`config.mk`:
```
export PLATFORM = sky130hd
export DESIGN_NAME = dma_controller
export DESIGN_NICKNAME = d
export VERILOG_FILES = /design/src/rtl/dma_controller.sv
export SDC_FILE = /design/constraint.sdc
export NUM_CORES = 1
export LEC_CHECK = 0
export BUFFER_PORTS_ARGS = -buffer_cell sky130_fd_sc_hd__buf_2
export CORE_UTILIZATION = 35
export CTS_CLUSTER_SIZE = 24
export DETAILED_ROUTE_END_ITERATION = 7
export PLACE_DENSITY_LB_ADDON = 0.05
export SYNTH_ARGS = -nofsm -noshare
export SYNTH_HDL_FRONTEND = slang
export SYNTH_SLANG_ARGS = --single-unit
```
`constraint.sdc`:
```
create_clock -name clk -period 2.65 [get_ports clk]
set_input_delay 0.53 -clock clk [delete_from_list [all_inputs] [get_ports clk]]
set_output_delay 0.53 -clock clk [all_outputs]
set_load 0.005 [all_outputs]
```
`src/rtl/dma_controller.sv`:
```
// Single-channel word-copy DMA engine: CPU-programmed SRC/DST/LEN, one read
// cycle followed by one write cycle per word, with start/abort via CTRL.
`timescale 1ns/1ps
module dma_controller #(
  parameter int unsigned LEN_W = 16
) (
  input  logic             clk,
  input  logic             rst_n,
  input  logic             cfg_we,
  input  logic [1:0]       cfg_sel,
  input  logic [31:0]      cfg_wdata,
  output logic             rd_en,
  output logic [31:0]      rd_addr,
  input  logic [31:0]      rd_data,
  output logic             wr_en,
  output logic [31:0]      wr_addr,
  output logic [31:0]      wr_data,
  output logic             hal,
  output logic             busy,
  output logic             done,
  output logic [LEN_W-1:0] remaining
);

  localparam int unsigned ADDR_W = 32;
  localparam int unsigned WORD_B = 4;

  typedef enum logic [1:0] {
    S_IDLE  = 2'd0,
    S_READ  = 2'd1,
    S_WRITE = 2'd2,
    S_DONE  = 2'd3
  } state_e;

  state_e             state_q, state_d;
  logic [ADDR_W-1:0]  src_q, src_d;
  logic [ADDR_W-1:0]  dst_q, dst_d;
  logic [LEN_W-1:0]   len_q, len_d;
  logic [ADDR_W-1:0]  rd_ptr_q, rd_ptr_d;
  logic [ADDR_W-1:0]  wr_ptr_q, wr_ptr_d;
  logic [31:0]        hold_q, hold_d;
  logic [LEN_W-1:0]   rem_q, rem_d;
  logic               rd_en_q, rd_en_d;
  logic               wr_en_q, wr_en_d;
  logic               hal_q, hal_d;
  logic               busy_q, busy_d;
  logic               done_q, done_d;
  logic               ctrl_wr, start, abort;

  // Abort wins over start when both bits are written together.
  assign ctrl_wr = cfg_we && (cfg_sel == 2'd3);
  assign start   = ctrl_wr && cfg_wdata[0] && !cfg_wdata[1];
  assign abort   = ctrl_wr && cfg_wdata[1];

  // Next-state, datapath and next-output logic.
  always_comb begin
    state_d  = state_q;
    src_d    = src_q;
    dst_d    = dst_q;
    len_d    = len_q;
    rd_ptr_d = rd_ptr_q;
    wr_ptr_d = wr_ptr_q;
    hold_d   = hold_q;
    rem_d    = rem_q;

    unique case (state_q)
      S_IDLE: begin
        if (cfg_we) begin
          unique case (cfg_sel)
            2'd0:    src_d = cfg_wdata;
            2'd1:    dst_d = cfg_wdata;
            2'd2:    len_d = LEN_W'(cfg_wdata);
            default: ;
          endcase
        end
        if (start) begin
          rd_ptr_d = src_q;
          wr_ptr_d = dst_q;
          rem_d    = len_q;
          state_d  = (len_q != '0) ? S_READ : S_DONE;
        end
      end
      S_READ: begin
        hold_d   = rd_data;
        rd_ptr_d = rd_ptr_q + ADDR_W'(WORD_B);
        state_d  = abort ? S_IDLE : S_WRITE;
      end
      S_WRITE: begin
        // The write in flight still completes its bookkeeping on abort.
        wr_ptr_d = wr_ptr_q + ADDR_W'(WORD_B);
        rem_d    = rem_q - LEN_W'(1);
        if (abort)                   state_d = S_IDLE;
        else if (rem_q == LEN_W'(1)) state_d = S_DONE;
        else                         state_d = S_READ;
      end
      S_DONE: begin
        state_d = S_IDLE;
      end
      default: state_d = S_IDLE;
    endcase

    rd_en_d = (state_d == S_READ);
    wr_en_d = (state_d == S_WRITE);
    hal_d   = (state_d == S_READ) || (state_d == S_WRITE);
    busy_d  = (state_d != S_IDLE);
    done_d  = (state_d == S_DONE);
  end

  always_ff @(posedge clk or negedge rst_n) begin
    if (!rst_n) begin
      state_q  <= S_IDLE;
      src_q    <= '0;
      dst_q    <= '0;
      len_q    <= '0;
      rd_ptr_q <= '0;
      wr_ptr_q <= '0;
      hold_q   <= '0;
      rem_q    <= '0;
      rd_en_q  <= 1'b0;
      wr_en_q  <= 1'b0;
      hal_q    <= 1'b0;
      busy_q   <= 1'b0;
      done_q   <= 1'b0;
    end else begin
      state_q  <= state_d;
      src_q    <= src_d;
      dst_q    <= dst_d;
      len_q    <= len_d;
      rd_ptr_q <= rd_ptr_d;
      wr_ptr_q <= wr_ptr_d;
      hold_q   <= hold_d;
      rem_q    <= rem_d;
      rd_en_q  <= rd_en_d;
      wr_en_q  <= wr_en_d;
      hal_q    <= hal_d;
      busy_q   <= busy_d;
      done_q   <= done_d;
    end
  end

  assign rd_en     = rd_en_q;
  assign rd_addr   = rd_ptr_q;
  assign wr_en     = wr_en_q;
  assign wr_addr   = wr_ptr_q;
  assign wr_data   = hold_q;
  assign hal       = hal_q;
  assign busy      = busy_q;
  assign done      = done_q;
  assign remaining = rem_q;

endmodule

```
Word level (Yosys, flattened, before mapping)

Cells that the tools add are included.

Register bits after elaboration: 199
Input bits: 69

Equality and inequality tests: 11
Mux-type cells: 12
Reductions and logical operators: 17
Add/subtract/negate cells: 3

Operators by type and width:

| cell                                               | count |
|---|---|
| one-hot mux 32 bit (2 select lines)                | 2 |
| adder 32 x 3 -> 32 bit, second input constant      | 2 |
| 2-to-1 mux 32 bit                                  | 2 |
| one-hot mux 16 bit (2 select lines)                | 1 |
| == test 16 x 1 -> 1 bit, second input constant     | 1 |
| 2-to-1 mux 16 bit                                  | 1 |
| nonzero test 16 bit                                | 1 |
| subtractor 16 x 1 -> 16 bit, second input constant | 1 |
| == test 2 bit, second input constant               | 6 |
| 2-to-1 mux 2 bit                                   | 5 |
| AND reduction 3 bit                                | 3 |
| one-hot mux 2 bit (4 select lines)                 | 1 |
| == test 2 x 1 -> 1 bit, second input constant      | 3 |
| nonzero test 2 bit                                 | 3 |
| logical AND 1 bit                                  | 4 |
| logical NOT 2 bit                                  | 2 |
| AND reduction 2 bit                                | 2 |
| inequality test 2 bit, second input constant       | 1 |
| logical NOT 1 bit                                  | 1 |
| logical OR 1 bit                                   | 1 |

Longest topological paths before layout

Gate-level depths: netlist of the first run.

Depth in word-level cells: 8
Mapped depth: 9
Depth with buffers taken out: 9

Worst setup path before layout of the first run

No wires, ideal clock.

Kind: input to register
Start point: input cfg_we
End point: register done_q (netlist: done)
Data arrival time: 2219 ps
Stages: 7
Path buffers: 3
Slack: 364 ps
Required time: 2583 ps
Cells stage by stage: or3b_1 > clkbuf_1 > or2_2 > clkbuf_1 > clkbuf_1 > o31ai_1 > ha_1

Word-level cells in the longest chain between the ends: 6
Elaborated cells on any way between the ends: 9

Ends and longest elaborated chain:

| element                                | RTL line | RTL |
|---|---|---|
| start: declaration                     | 9        | `input logic cfg_we,` |
| logical AND 1 bit (*)                  | 50       | `assign ctrl_wr = cfg_we && (cfg_sel == 2'd3);` |
| logical AND 1 bit (2 in a row)         | 51       | `assign start = ctrl_wr && cfg_wdata[0] && !cfg_wdata[1];` |
| 2-to-1 mux 2 bit                       | 75       | `if (start) begin` |
| one-hot mux 2 bit (4 select lines) (*) | 65       | `unique case (state_q)` |
| via state_d[1]                         | 34       | `state_e state_q, state_d;` |
| == test 2 bit (*)                      | 105      | `done_d = (state_d == S_DONE);` |
| via done_d                             | 46       | `logic done_q, done_d;` |
| end signal: assignment                 | 136      | `done_q <= done_d;` |
| end: declaration                       | 46       |  |

Mark *: on every way through the listed nets, which the timed path passes. The rest lies on a longest branch.
A chain may end at the register's enable or synchronous reset.

Final worst setup path of the first run

Start point: register wr_ptr_q[7] (netlist: wr_addr[7])
End point: register wr_ptr_q[27] (netlist: wr_addr[27])

Word-level cells in the longest chain between the ends: 2

Ends and longest elaborated chain:

| element                             | RTL line | RTL |
|---|---|---|
| start: declaration                  | 39       | `logic [ADDR_W-1:0] wr_ptr_q, wr_ptr_d;` |
| start signal: assignment            | 129      | `wr_ptr_q <= wr_ptr_d;` |
| adder 32 x 3 -> 32 bit              | 89       | `wr_ptr_d = wr_ptr_q + ADDR_W'(WORD_B);` |
| one-hot mux 32 bit (2 select lines) | 65       |  |

No other way between the ends.

==> results of run 1 <==
worst paths after layout:
path / startpoint / endpoint / cells past startpoint
max in group asynchronous: rst_n / wr_addr[8]$_DFFE_PN0P_ / 2
max reg2reg: wr_addr[7]$_DFFE_PN0P_ / wr_addr[27]$_DFFE_PN0P_ / 5
min reg2reg: wr_data[4]$_DFFE_PN0N_ / wr_data[4]$_DFFE_PN0N_ / 2
min in group clk: rd_data[10] / wr_data[10]$_DFFE_PN0N_ / 3
min: rst_n / wr_addr[25]$_DFFE_PN0P_ / 1
max: wr_addr[7]$_DFFE_PN0P_ / wr_addr[27]$_DFFE_PN0P_ / 5
critical path, cell delays in order, from the launching register on:
cell and delay, ps:
dfrtp_1 520, nand4_4 180, or4_1 770, o311ai_2 320, o41ai_1 110, a221o_1 270
report_power, final:
| part | switching, mW | internal [mW] |
|---|---|---|
| Sequential | 1.12 | 4.17 |
| Clock | 1.27 | 1.38 |
| Combinational | 1.45 | 1.49 |
| Total | 3.84 | 7.04 |
sequential cells by signal (all words and copies together) (netlist names):
name and cells:
wr_addr 32, rd_en 1, rd_addr 32, hal 1, dst_q 32, wr_en 1
state_q 2, src_q 32, done 1, len_q 16, busy 1, remaining 16
wr_data 32
metrics by stage:
step           worst slack, ps  instances  hold WS [ps]  power [mW]
6_report                 361.1       1399         82.38       10.88
5_1_grt                  212.9       1399         104.9       11.67
4_1_cts                  372.1       1399         98.25       11.03
3_5_place_dp             268.2       1367         456.9       8.337
3_3_place_gp             305.9       1367         454.3       8.297
2_1_floorplan            364.0        873         234.4       6.664
area by class of cell:
cell class              instances  area (sq um)  area share
well taps                     330         412.9     0.03728
clock inverters                13         135.1     0.01220
flip-flops and latches        199          4980      0.4496
repair buffers                210          1210      0.1092
inverters                      15         56.30    0.005084
multi-input cells             613          3829      0.3457
clock buffers                  19         452.9     0.04089
layer usage:
metal / up-vias / track usage
li1: 3523 / -
met1: 3692 / 0.2968
met2: 152 / 0.3337
met3: 14 / 0.03056
met4: 2 / 0.05098
met5: - / 0
cell families after synthesis:
group	after synthesis
AND/OR/NAND/NOR	389
XOR/XNOR	1
buffers and inverters	61
adder cells (fa/ha/maj)	8
multiplexers	82
flip-flops	199
AO/OA/AOI/OAI	133
layout by cell type (no fill, tap or decap), types with 3 or more instances in the layout:
cell       instances
or2_2              4
a31oi_1            6
clkinv_4           3
nand2_1          179
a22oi_1            3
buf_4             18
nand3_1           38
ha_1               8
a21oi_1           19
nor4b_1            4
clkbuf_8           3
o211ai_1          11
or3_1              6
o311ai_0           8
a221o_1            4
a211oi_1          17
nor4_1            15
dfrtp_1          199
and4_1             7
or4_1              6
inv_1             15
and3_1             3
nor3_1            31
buf_2            184
inv_6              5
buf_12             7
nand4_1           12
o221a_2            3
mux2_2            79
clkbuf_16         17
o21a_1             3
o22ai_1           12
o21ai_0           21
nor2_1            63
a311oi_1           8
==> results.sh, run 1 <==
export IMPL_status="complete, no violations"
export IMPL_cts_sinks=199
export IMPL_grt_remaining_overflow=0
export IMPL_worst_slew_pin_slew_ps=689.9
export IMPL_area_delta_synth_final_pct=22.60
export IMPL_clk_pin_slew_worst_paths_ps=70
export IMPL_finalNetCount=1133
export IMPL_synth_nets=950
export IMPL_yosysTopAreaCellShare=0.5512
export IMPL_hold_class="in2async"
export IMPL_grt_usage=0.2087
export IMPL_viasPerCell=5.277
export IMPL_setup_viol=0
export IMPL_cts_tree="done"
export IMPL_cts_max_level=4
export IMPL_synthMuxAreaShare=0.1019
export IMPL_power_leakage_nw=4.981
export IMPL_wl_per_cell_um=19.09
export IMPL_antenna_found_initial=1
export IMPL_synthAdderAreaFrac=0.01108
export IMPL_numCtsBuffers=17
export IMPL_worstPathMaxFanout=10
export IMPL_wl_met2_um=13020
export IMPL_fmax_ghz=0.4369
export IMPL_synth_seq_cells=199
export IMPL_drv_cap=0
export IMPL_initial_core_util=0.3577
export IMPL_post_route_period_util=0.8637
export IMPL_grt_pass1_vias=7099
export IMPL_synthXorXnorAreaFrac=0.0009695
export IMPL_slew_violations=0
export IMPL_synth_cell_types=61
export IMPL_fp_row_count=58
export IMPL_postCtsSetupBuffers=0
export IMPL_gp_congestion=0.8347
export IMPL_synth_area_leaders="dfrtp_1 55%, mux2_2 9.8%, nand2_1 7.4%, nor2_1 2.6%, nand3_1 2.1%"
export IMPL_regToRegSetupSlack_ps=360
export IMPL_dr_pass1_iters=5
export IMPL_drc=0
export IMPL_synth_area_per_cell_sq_um=10.35
export IMPL_grt_pass1_wl_um=42150
export IMPL_hold_buffers=0
export IMPL_synth_compound_area_share=0.1044
export IMPL_nFillCells=2547
export IMPL_ys_flop_type="dfrtp_1"
export IMPL_die_w_um=162.7
export IMPL_place_area_sq_um=10490
export IMPL_clock_root_buffer="clkbuf_16"
export IMPL_hold_viol_final=0
export IMPL_ir_drop_mv=0.3933
export IMPL_yosys_warnings=0
export IMPL_ys_top_cells_by_count="199 x dfrtp_1, 179 x nand2_1, 79 x mux2_2, 63 x nor2_1, 38 x nand3_1"
export IMPL_finClkSkew_ps=13.62
export IMPL_fin_crit_ps=2289
export IMPL_p_per_area_nw_per_um2=982.7
export IMPL_synth_top_family_by_area="simple AND/OR/NAND/NOR gates"
export IMPL_synth_edf_count=0
export IMPL_postRouteAntennaNets=0
export IMPL_yosys_area_share_simple=0.2032
export IMPL_coreArea_sq_um=25250
export IMPL_async_flop_share=1.000
export IMPL_antenna_cells=0
export IMPL_hpwlAfterDp_um=19200
export IMPL_via_count=7383
export IMPL_worst_ep_required_time_ps=2970
export IMPL_yosysTopAreaCell="dfrtp_1"
export IMPL_synth_most_common_cell="dfrtp_1"
export IMPL_routed_wl_um=26710
export IMPL_insertion_delay_ps=430
export IMPL_die_height_um=162.7
export IMPL_arrival_ps=2600
export IMPL_synthCells=873
export IMPL_grt_max_degree=63
export IMPL_critPathCaptureType="flip-flop"
export IMPL_synth_area_sq_um=9034
export IMPL_relSlewSlack=0.5390
export IMPL_setup_tns_final_ps=0
export IMPL_final_core_util=0.4386
export IMPL_final_area_sq_um=11080
export IMPL_top_layer="met5"
export IMPL_startpoint_type="flip-flop"
export IMPL_wl_met3_um=885
export IMPL_drive_above_1_share=0.3199
export IMPL_rsz0062_at_grt="no"
export IMPL_drtIter0Drc=383
export IMPL_io_pins=186
export IMPL_clk_path_buf_depth=2
export IMPL_met1_length_um=12580
export IMPL_portBuffers=185
export IMPL_cts_resized=0
export IMPL_crit_type="reg2reg"
export IMPL_die_area_sq_um=26460
export IMPL_seq_area_frac_synth=0.5512
(Power assumes the default switching activity.)
==> run 2, diff against run 1 <==
--- a/config.mk
+++ b/config.mk
@@ -6,6 +6,8 @@
 export NUM_CORES = 1
 export LEC_CHECK = 0
 export BUFFER_PORTS_ARGS = -buffer_cell sky130_fd_sc_hd__buf_2
+export CELL_PAD_IN_SITES_DETAIL_PLACEMENT = 0
+export CELL_PAD_IN_SITES_GLOBAL_PLACEMENT = 1
 export CORE_UTILIZATION = 35
 export CTS_CLUSTER_SIZE = 24
 export DETAILED_ROUTE_END_ITERATION = 7
==> run 2 against run 1 <==
Effect of this change:
- worst hold slack worse by 4.3 ps
- design area is 0.44% higher
- clock power is 6% higher
- register-to-register slack improved by 20 ps
- global-route usage is 0.14 points higher
- sequential power is essentially flat
- routed wire length up 1.1%
- power increased by 1.7%
- critical path type unchanged
- critical endpoint unchanged
==> results.sh, run 2 (synthesis gave the netlist of run 1 again) <==
export IMPL_cp_cell_sequence="nand4_4, or4_1, o311ai_2, o41ai_1, a221o_1"
export IMPL_area_delta_synth_final_pct=23.14
export IMPL_grt_pass1_vias=7248
export IMPL_worst_slew_pin_slew_ps=718.1
export IMPL_post_route_period_util=0.8557
export IMPL_viasPerCell=5.306
export IMPL_setup_worst_path_start="wr_addr[8]$_DFFE_PN0P_"
export IMPL_final_area_sq_um=11120
export IMPL_grt_remaining_overflow=0
export IMPL_startpoint_type="flip-flop"
export IMPL_slowest_stage="or4_1"
export IMPL_clk_path_buf_depth=2
export IMPL_worst_ep_required_time_ps=2970
export IMPL_hold_ws_ps=78.06
export IMPL_coreArea_sq_um=25250
export IMPL_die_area_sq_um=26460
export IMPL_final_cell_mix="199 x dfrtp_1, 184 x buf_2, 179 x nand2_1"
export IMPL_ir_drop_mv=0.3825
export IMPL_rsz0062_at_grt="no"
export IMPL_numCtsBuffers=17
export IMPL_finClkSkew_ps=12.55
export IMPL_power_leakage_nw=5.021
export IMPL_fp_row_count=58
export IMPL_io_pins=186
export IMPL_drc=0
export IMPL_wl_per_cell_um=19.19
export IMPL_postCtsSetupBuffers=0
export IMPL_status="complete, no violations"
export IMPL_clk_pin_slew_worst_paths_ps=80
export IMPL_final_common_cell="dfrtp_1"
export IMPL_drv_cap=0
export IMPL_portBuffers=185
export IMPL_hold_buffers=0
export IMPL_fmax_ghz=0.4410
export IMPL_nFillCells=2526
export IMPL_final_core_util=0.4405
export IMPL_cts_max_level=4
export IMPL_postRouteAntennaNets=0
export IMPL_setup_viol=0
export IMPL_dr_pass1_iters=5
export IMPL_slew_violations=0
export IMPL_crit_type="reg2reg"
export IMPL_clock_root_buffer="clkbuf_16"
export IMPL_cts_tree="done"
export IMPL_setup_tns_final_ps=0
export IMPL_drtIter0Drc=439
export IMPL_cts_resized=0
export IMPL_worstPathMaxFanout=10
export IMPL_antenna_found_initial=0
export IMPL_critPathCaptureType="flip-flop"
export IMPL_grt_usage=0.2101
export IMPL_grt_max_degree=68
export IMPL_relSlewSlack=0.5201
export IMPL_hpwlAfterDp_um=19730
export IMPL_die_height_um=162.7
export IMPL_via_count=7466
export IMPL_routed_wl_um=27010
export IMPL_p_per_area_nw_per_um2=994.6
export IMPL_p_total_mw=11.06
export IMPL_initial_core_util=0.3577
export IMPL_antenna_cells=0
export IMPL_slowest_delay_ps=770
export IMPL_grt_pass1_wl_um=42350
export IMPL_cts_sinks=199
export IMPL_place_area_sq_um=10500
export IMPL_finalNetCount=1141
export IMPL_drive_above_1_share=0.3259
export IMPL_gp_congestion=0.8033
export IMPL_hold_class="in2async"
export IMPL_hold_viol_final=0
export IMPL_insertion_delay_ps=430
export IMPL_fin_crit_ps=2268
export IMPL_die_w_um=162.7
export IMPL_arrival_ps=2590
export IMPL_r2r_start="wr_addr[8]$_DFFE_PN0P_"
[run 2: cell count changes in the layout (fill, tap and decap cells not counted), sizes merged]
cell / previous run / this run
clkbuf: 20 / 18
buf: 209 / 217
clkinv: 4 / 0
inv: 22 / 26
bufinv: 1 / 3
[run 2: worst max-delay path: cells and delay by family (launching register included)]
kind / cells / cell delay (ps)
AOI/OAI and AO/OA: 3 / 710
DFF: 1 / 480
and+or+nand+nor: 2 / 950
[run 2: cell type report]
type                    instances  area [sq um]  share of cell area
clock buffers                  17         425.4             0.03824
clock inverters                15         198.9             0.01788
inverters                      15         56.30            0.005061
multi-input cells             613          3831              0.3444
flip-flops and latches        199          4980              0.4476
well taps                     330         412.9             0.03712
repair buffers                218          1220              0.1097
[run 2: final timing paths]
| check | to | slack [ps] | cells after the start |
|---|---|---|---|
| setup / recovery | wr_addr[27]$_DFFE_PN0P_ | 380 | 5 |
| hold reg to reg | wr_data[11]$_DFFE_PN0N_ | 470 | 2 |
| min in group clk | wr_data[16]$_DFFE_PN0N_ | 280 | 3 |
| setup reg to reg | wr_addr[27]$_DFFE_PN0P_ | 380 | 5 |
| max in group asynchronous | wr_data[29]$_DFFE_PN0N_ | 1770 | 2 |
| hold / removal | wr_addr[22]$_DFFE_PN0P_ | 80 | 1 |
[run 2: layer usage]
metal / part of all wire / vias up / GRT usage
li1: - / 3531 / -
met1: 0.46 / 3734 / 0.2906
met2: 0.48 / 180 / 0.3432
met3: 0.042 / 21 / 0.03565
met4: 0.013 / 0 / 0.04885
met5: 0 / - / 0
[run 2: through the flow]
stage	setup slack, ps	instances
after floorplan	364.0	873
after global placement	326.0	1375
after detailed placement	311.5	1375
after CTS	383.3	1407
after global routing	228.5	1407
final	382.5	1407
[run 2: power by group]
part | switching [mW] | internal, mW | total [mW] | leakage (nW)
combinational | 1.49 | 1.51 | 3.00 | 2.36
sequential | 1.10 | 4.17 | 5.26 | 2.36
clock | 1.27 | 1.53 | 2.80 | 0.305
==> run 3, diff against run 2 <==
--- a/config.mk
+++ b/config.mk
@@ -11,6 +11,7 @@
 export CORE_UTILIZATION = 35
 export CTS_CLUSTER_SIZE = 24
 export DETAILED_ROUTE_END_ITERATION = 7
+export MAX_ROUTING_LAYER = met4
 export PLACE_DENSITY_LB_ADDON = 0.05
 export SYNTH_ARGS = -nofsm -noshare
 export SYNTH_HDL_FRONTEND = slang
==> run 3 against run 2 <==
Effect of this change:
- setup slack improved by 21 ps
- critical path depth did not move
- sequential cell count did not move
- global-route usage rose by 0.72 points
- worst hold slack got worse by 4.6 ps
- design area did not move
- first-iteration DRC count rose by 17%
- fmax rose by 0.93%
- largest cell class unchanged
- largest power group unchanged
- highest routed layer unchanged
==> results.sh, run 3 (synthesis gave the netlist of run 1 again) <==
export IMPL_drv_cap=0
export IMPL_hpwlAfterDp_um=19730
export IMPL_worstPathMaxFanout=10
export IMPL_fp_row_count=58
export IMPL_cts_max_level=4
export IMPL_r2r_start="wr_addr[8]$_DFFE_PN0P_"
export IMPL_die_area_sq_um=26460
export IMPL_drive_above_1_share=0.3259
export IMPL_fmax_ghz=0.4451
export IMPL_p_per_area_nw_per_um2=994.5
export IMPL_slowest_delay_ps=770
export IMPL_worst_ep_required_time_ps=2980
export IMPL_die_w_um=162.7
export IMPL_rsz0062_at_grt="no"
export IMPL_gp_congestion=0.8149
export IMPL_final_core_util=0.4405
export IMPL_initial_core_util=0.3577
export IMPL_finClkSkew_ps=11.65
export IMPL_antenna_cells=0
export IMPL_portBuffers=185
export IMPL_viasPerCell=5.295
export IMPL_relSlewSlack=0.5197
export IMPL_final_cell_mix="199 x dfrtp_1, 184 x buf_2, 179 x nand2_1"
export IMPL_via_count=7450
export IMPL_grt_usage=0.2173
export IMPL_setup_worst_path_start="wr_addr[8]$_DFFE_PN0P_"
export IMPL_dr_pass1_iters=4
export IMPL_cts_tree="done"
export IMPL_dp_cells=1375
export IMPL_clk_path_buf_depth=2
export IMPL_grt_pass1_wl_um=42470
export IMPL_critPathCaptureType="flip-flop"
export IMPL_hold_buffers=0
export IMPL_worst_slew_pin_slew_ps=718.6
export IMPL_slew_violations=0
export IMPL_nFillCells=2526
export IMPL_die_height_um=162.7
export IMPL_hold_ws_ps=73.49
export IMPL_worst_r2r_cell_count=5
export IMPL_drc=0
export IMPL_cp_cell_sequence="nand4_4, or4_1, o311ai_2, o41ai_1, a221o_1"
export IMPL_final_common_cell="dfrtp_1"
export IMPL_antenna_found_initial=0
export IMPL_power_leakage_nw=5.021
export IMPL_routed_wl_um=27110
export IMPL_worst_slack_ps=403.4
export IMPL_p_total_mw=11.06
export IMPL_coreArea_sq_um=25250
export IMPL_regToRegSetupSlack_ps=400
export IMPL_clk_pin_slew_worst_paths_ps=80
export IMPL_startpoint_type="flip-flop"
export IMPL_arrival_ps=2570
export IMPL_place_ws_ps=311.5
export IMPL_cts_sinks=199
export IMPL_postRouteAntennaNets=0
export IMPL_crit_path_end="wr_addr[27]$_DFFE_PN0P_"
export IMPL_cts_resized=0
export IMPL_place_area_sq_um=10500
export IMPL_hold_class="in2async"
export IMPL_setup_viol=0
export IMPL_fin_cells=1407
export IMPL_status="complete, no violations"
export IMPL_area_delta_synth_final_pct=23.14
export IMPL_post_route_period_util=0.8478
export IMPL_drtIter0Drc=513
export IMPL_fin_crit_ps=2247
export IMPL_crit_type="reg2reg"
export IMPL_postCtsSetupBuffers=0
export IMPL_numCtsBuffers=17
export IMPL_clock_root_buffer="clkbuf_16"
export IMPL_r2r_end="wr_addr[27]$_DFFE_PN0P_"
export IMPL_wl_per_cell_um=19.27
export IMPL_ir_drop_mv=0.3848
export IMPL_final_area_sq_um=11120
export IMPL_finalNetCount=1141
export IMPL_io_pins=186
export IMPL_hold_viol_final=0
export IMPL_grt_max_degree=68
export IMPL_slowest_stage="or4_1"
export IMPL_setup_tns_final_ps=0
export IMPL_insertion_delay_ps=430
export IMPL_grt_pass1_vias=7219
export IMPL_grt_remaining_overflow=0
[run 3: report_power, final]
part           internal, mW  leakage [nW]  switching (mW)
registers              4.17          2.36            1.10
logic                  1.51          2.36            1.50
clock network          1.53         0.305            1.26
[run 3: layout make-up]
type / count / area, sq um / share of cell area
Multi-Input combinational cell: 613 / 3831 / 0.3444
Tap cell: 330 / 412.9 / 0.03712
Clock inverter: 15 / 198.9 / 0.01788
Sequential cell: 199 / 4980 / 0.4476
Clock buffer: 17 / 425.4 / 0.03824
Timing Repair Buffer: 218 / 1220 / 0.1097
Inverter: 15 / 56.30 / 0.005061
[run 3: critical path: cells and delay by family (launching register included)]
kind               cells  cell delay (ps)
and+or+nand+nor        2              950
AOI/OAI and AO/OA      3              700
DFF                    1              480
[run 3: worst min-delay path by stage]
stage               cells past startpoint                    from                       to  slack [ps]
finish                                  1                   rst_n  wr_addr[22]$_DFFE_PN0P_          70
global route                            1                   rst_n  wr_addr[22]$_DFFE_PN0P_         110
CTS                                     1                   rst_n  wr_addr[24]$_DFFE_PN0P_         120
detailed placement                      2  wr_data[2]$_DFFE_PN0N_   wr_data[2]$_DFFE_PN0N_         460
global placement                        2  wr_data[2]$_DFFE_PN0N_   wr_data[2]$_DFFE_PN0N_         450
floorplan                               0                   rst_n           busy$_DFF_PN0_         230
[run 3: routing by layer]
| layer | global-route usage | part of all wire |
|---|---|---|
| met5 | - | 0 |
| met4 | 0.04885 | 0.011 |
| met3 | 0.03540 | 0.038 |
| met2 | 0.3415 | 0.49 |
| met1 | 0.2947 | 0.46 |
